$ cat src/rtl/uart_rx.sv
// uart_rx: 8N1 serial receiver. Synchronises the asynchronous RX pin and
// validates the start bit at mid-bit. It then samples eight data bits
// LSB-first and checks the stop bit.
//
// Output strobes: rx_valid is a one-cycle pulse with no ready/backpressure.
// rx_data changes only in the rx_valid cycle and holds until the next good
// byte. rx_frame_err is a one-cycle pulse for a low stop bit. It never
// coincides with rx_valid and leaves rx_data untouched.
module uart_rx #(
  parameter int CLK_FREQ = 100_000_000,
  parameter int BAUD     = 115200
) (
  input  logic       clk,
  input  logic       rst,
  input  logic       uart_rx_pin,
  output logic [7:0] rx_data,
  output logic       rx_valid,
  output logic       rx_frame_err,
  output logic       rx_busy
);

  localparam int N    = CLK_FREQ / BAUD;
  localparam int HALF = N / 2;
  localparam int CW   = (N > 1) ? $clog2(N) : 1;

  localparam logic [CW-1:0] CNT_LAST = CW'(N - 1);
  localparam logic [CW-1:0] CNT_HALF = CW'(HALF - 1);

  typedef enum logic [2:0] {
    S_IDLE      = 3'd0,
    S_START     = 3'd1,
    S_DATA      = 3'd2,
    S_STOP      = 3'd3,
    S_WAIT_HIGH = 3'd4
  } state_t;

  state_t        state_q, state_d;
  logic          sync1_q, sync1_d;
  logic          rx_s_q, rx_s_d;
  logic [CW-1:0] cnt_q, cnt_d;
  logic [2:0]    idx_q, idx_d;
  logic [7:0]    sh_q, sh_d;
  logic [7:0]    data_q, data_d;
  logic          valid_q, valid_d;
  logic          ferr_q, ferr_d;

  // State register: FSM, bit timer, shifter, output strobes and the
  // two-flop pin synchroniser (idles high so reset never looks like a start).
  always_ff @(posedge clk or posedge rst) begin
    if (rst) begin
      state_q <= S_IDLE;
      sync1_q <= 1'b1;
      rx_s_q  <= 1'b1;
      cnt_q   <= '0;
      idx_q   <= '0;
      sh_q    <= '0;
      data_q  <= '0;
      valid_q <= 1'b0;
      ferr_q  <= 1'b0;
    end else begin
      state_q <= state_d;
      sync1_q <= sync1_d;
      rx_s_q  <= rx_s_d;
      cnt_q   <= cnt_d;
      idx_q   <= idx_d;
      sh_q    <= sh_d;
      data_q  <= data_d;
      valid_q <= valid_d;
      ferr_q  <= ferr_d;
    end
  end

  // Next-state logic: every decision looks at the synchronised rx_s only.
  always_comb begin
    sync1_d = uart_rx_pin;
    rx_s_d  = sync1_q;
    state_d = state_q;
    cnt_d   = cnt_q;
    idx_d   = idx_q;
    sh_d    = sh_q;
    data_d  = data_q;
    valid_d = 1'b0;
    ferr_d  = 1'b0;
    case (state_q)
      S_IDLE: begin
        cnt_d = '0;
        if (!rx_s_q) state_d = S_START;
      end
      S_START: begin
        if (cnt_q == CNT_HALF) begin
          cnt_d   = '0;
          idx_d   = '0;
          // A start bit that is high again at mid-bit was only a glitch.
          state_d = rx_s_q ? S_IDLE : S_DATA;
        end else begin
          cnt_d = cnt_q + CW'(1);
        end
      end
      S_DATA: begin
        if (cnt_q == CNT_LAST) begin
          cnt_d = '0;
          sh_d  = {rx_s_q, sh_q[7:1]};
          if (idx_q == 3'd7) state_d = S_STOP;
          else               idx_d   = idx_q + 3'd1;
        end else begin
          cnt_d = cnt_q + CW'(1);
        end
      end
      S_STOP: begin
        if (cnt_q == CNT_LAST) begin
          cnt_d = '0;
          if (rx_s_q) begin
            data_d  = sh_q;
            valid_d = 1'b1;
            state_d = S_IDLE;
          end else begin
            ferr_d  = 1'b1;
            state_d = S_WAIT_HIGH;
          end
        end else begin
          cnt_d = cnt_q + CW'(1);
        end
      end
      S_WAIT_HIGH: begin
        // A held-low (break) line must not be re-framed as new bytes.
        cnt_d = '0;
        if (rx_s_q) state_d = S_IDLE;
      end
      default: begin
        state_d = S_IDLE;
        cnt_d   = '0;
      end
    endcase
  end

  // Output logic: registered strobes and data, busy whenever not idle.
  always_comb begin
    rx_data      = data_q;
    rx_valid     = valid_q;
    rx_frame_err = ferr_q;
    rx_busy      = (state_q != S_IDLE);
  end

endmodule

$ cat config.mk
export PLATFORM = sky130hd
export DESIGN_NAME = uart_rx
export DESIGN_NICKNAME = d
export VERILOG_FILES = /design/src/rtl/uart_rx.sv
export SDC_FILE = /design/constraint.sdc
export NUM_CORES = 1
export LEC_CHECK = 0
export ABC_AREA = 0
export CORE_ASPECT_RATIO = 1.2
export CORE_MARGIN = 2
export CORE_UTILIZATION = 60
export DETAILED_ROUTE_END_ITERATION = 6
export PLACE_DENSITY = 0.79
export SLEW_MARGIN = 5
export SYNTH_ARGS = -nofsm -noshare
export SYNTH_HDL_FRONTEND = slang
export SYNTH_SLANG_ARGS = --single-unit
$ cat constraint.sdc
create_clock -name clk -period 3 [get_ports clk]
set_input_delay 0.3 -clock clk [delete_from_list [all_inputs] [get_ports clk]]
set_output_delay 0.3 -clock clk [all_outputs]
set_load 0.005 [all_outputs]
==> flow_metrics.tcl <==
set metrics [dict create \
    critPathMaxFanout 13 \
    path_class "flip-flop to primary output" \
    finalSetupTns_ns 0 \
    place_area_um2 1820 \
    antenna_cells 0 \
    worstMarginPinSlew_ns 0.615 \
    fin_crit_sh 0.661 \
    pre_cts_slack_ns 1.18 \
    timing.rr.end "idx_q[0]" \
    fin_cells 182 \
    total_power_mw 0.755 \
    status "completed" \
    reg2reg_depth 6 \
    cts_buffer_depth 2 \
    r2r_setup_slack_ns 1.16 \
    rows 20 \
    start_util 0.641 \
    cts_hold_buf 0 \
    wl_per_cell_um 14.8 \
    skew_ns 0.0149 \
    setup_viol 0 \
    drc 0 \
    rsz0062_at_grt "no" \
    maxSlewViolCount 0 \
    syn_area_um2 1650 \
    hpwlAfterDp_um 1940 \
    hold_class "input port to async pin" \
    fp.dieW_um 51.9 \
    r2r_start "cnt_q[1]" \
    ios 14 \
    clkSlewWorstSetupHoldPaths_ns 0.12 \
    ys_ff_latch 36 \
    place.port_buffers 13 \
    vias 1022 \
    maxCapViolations 0 \
    start_kind "flip-flop" \
    first_global_vias 1029 \
    cts_tree "done" \
    grt_pass1_wl_um 4520 \
    coreArea_um2 2580 \
    ant_nets 0 \
    routed_via_density 5.62 \
    place.gp.congestion 0.767 \
    drtPass1Iterations 4 \
    placed_cells 174 \
    grt_max_degree 21 \
    overflow 0 \
    synth_area_per_cell_um2 12.7 \
    arrival_ns 1.68 \
    wl_um 2690 \
    setup_ws_ns 1.02 \
    final_area_um2 1870 \
    ys_types 35 \
    crit_path_end_kind "primary output" \
    grt_usage 0.201 \
    synth.net_count 137 \
    antenna_found_initial 0 \
    ir_worst_vdd_mv 0.253 \
    p_per_area_nw_per_um2 403 \
    ys_seq_area_frac 0.547 \
    clock_sinks 36 \
    p_leak_nw 0.886 \
    syn-instance-count 130 \
    drt_iter0_drc 13 \
    fin_nets 155 \
    htreeDepth 2 \
    worstPathRequired_ns 2.70 \
    ys_warn_count 0 \
    numCtsBuffers 5 \
    period_needed_ns 1.98 \
    hold_ws_ns 0.304 \
    fin_util 0.727 \
    post_cts.repair.setup_buffers 0 \
    fmax_ghz 0.504 \
    fillers 171 \
    die_area_um2 3190 \
    die_h_um 61.5 \
    layout-drive-gt1-share 0.248 \
    clock_latency_ns 0.36 \
    syn_to_final_growth_pct 13.3 \
    relSlewSlack 0.589 \
    finalHoldViolations 0 \
    cts-root-buf "clkbuf_4" \
    cts_resized 0 \
]
[cell usage after synthesis]
cell / number / share of area
ha_1: 4 / 0.030
nand4_2: 1 / 0.0076
a311oi_1: 2 / 0.011
or4_1: 1 / 0.0045
xor2_1: 5 / 0.026
a32oi_2: 1 / 0.0098
nor2_8: 1 / 0.012
clkbuf_4: 1 / 0.0045
o21ai_0: 2 / 0.0061
nand4b_1: 1 / 0.0053
nor2_1: 16 / 0.036
or3_1: 2 / 0.0076
and4_1: 1 / 0.0053
nand4_1: 1 / 0.0038
nor3b_4: 1 / 0.011
xnor2_1: 3 / 0.016
and4bb_4: 1 / 0.0098
mux2_2: 8 / 0.055
nand3_1: 7 / 0.021
clkbuf_1: 2 / 0.0045
and3_2: 2 / 0.0091
a221o_1: 1 / 0.0061
nand2_2: 1 / 0.0038
nand3_2: 1 / 0.0061
dfrtp_1: 34 / 0.51
inv_1: 3 / 0.0068
a22o_1: 2 / 0.011
a21oi_1: 2 / 0.0061
nor2b_1: 1 / 0.0038
nand2_1: 7 / 0.016
nor3b_1: 2 / 0.0091
and2_1: 1 / 0.0038
dfstp_2: 2 / 0.032
mux2_4: 9 / 0.082
nor3_1: 1 / 0.0030
[how the worst max path moves through the flow]
stage | startpoint | to | slack (ns) | depth (start not counted)
2_1_floorplan | cnt_q[0] | rx_data[0] | 1.32 | 5
5_1_grt | state_q[1] | rx_busy | 0.94 | 2
6_report | state_q[1] | rx_busy | 1.02 | 2
3_5_place_dp | cnt_q[0] | rx_data[0] | 1.18 | 5
4_1_cts | state_q[1] | rx_busy | 1.00 | 2
3_3_place_gp | cnt_q[0] | rx_data[5] | 1.20 | 5
[routing by layer]
| layer | global-route usage | routed length [um] | vias up | share of wire |
|---|---|---|---|---|
| met1 | 0.217 | 1130 | 506 | 0.42 |
| met2 | 0.347 | 1410 | 15 | 0.52 |
| met3 | 0.0728 | 93 | 7 | 0.035 |
| met4 | 0.102 | 60 | 0 | 0.022 |
| li1 | - | - | 494 | - |
| met5 | 0 | 0 | - | 0 |
[report_power, final]
part | internal, mW | total [mW] | switching, mW
Sequential | 0.487 | 0.489 | 0.00134
Combinational | 0.00331 | 0.0127 | 0.00935
Clock | 0.0898 | 0.253 | 0.163
[logic make-up (layout without fill, tap and decap cells)]
kind of cell               count (synthesis)  in the layout  share of synthesized area
and+or+nand+nor                           49             49                      0.179
DFF                                       36             36                      0.547
muxes                                     17             17                      0.136
AOI/OAI and AO/OA                         10             10                     0.0492
xor gates and xnor gates                   8              8                     0.0424
buffers and inverters                      6             25                     0.0159
adders and majority gates                  4              4                     0.0303
[critical path, stage by stage, from the launching register on]
cell,delay (ns)
dfrtp_1,0.50
or3_1,0.40
clkdlybuf4s50_1,0.45
[registers in the layout, summed over array words and instances (netlist names)]
signal        flops
rx_s_q            1
rx_s_d            1
rx_data           8
rx_valid          1
cnt_q            10
state_q           3
idx_q             3
sh_q              8
rx_frame_err      1
[cell usage in the layout, fill, tap and decap left out, drive strengths merged]
cell type and instances:
inv 3, or4 1, and2 1, and4 1
and3 2, and4bb 1, xor2 5, nand4 2
nor2b 1, xnor2 3, o21ai 2, or3 2
nor2 17, a221o 1, dfrtp 34, clkdlybuf4s50 13
a311oi 2, a21oi 2, nor3 1, mux2 17
a22o 2, nand3 8, clkbuf 5, dfstp 2
nand2 8, nor3b 3, ha 4, buf 1
clkinv 3, nand4b 1, a32oi 1
[area by class of cell]
| cell class | instances | area (um2) | share of cell area |
|---|---|---|---|
| flip-flops and latches | 36 | 903 | 0.482 |
| well taps | 33 | 41.3 | 0.0220 |
| inverters | 3 | 11.3 | 0.00601 |
| multi-input cells | 88 | 723 | 0.386 |
| clock inverters | 3 | 18.8 | 0.0100 |
| repair buffers | 14 | 138 | 0.0735 |
| clock buffers | 5 | 37.5 | 0.0200 |
Power figures use the tool's default switching activity.
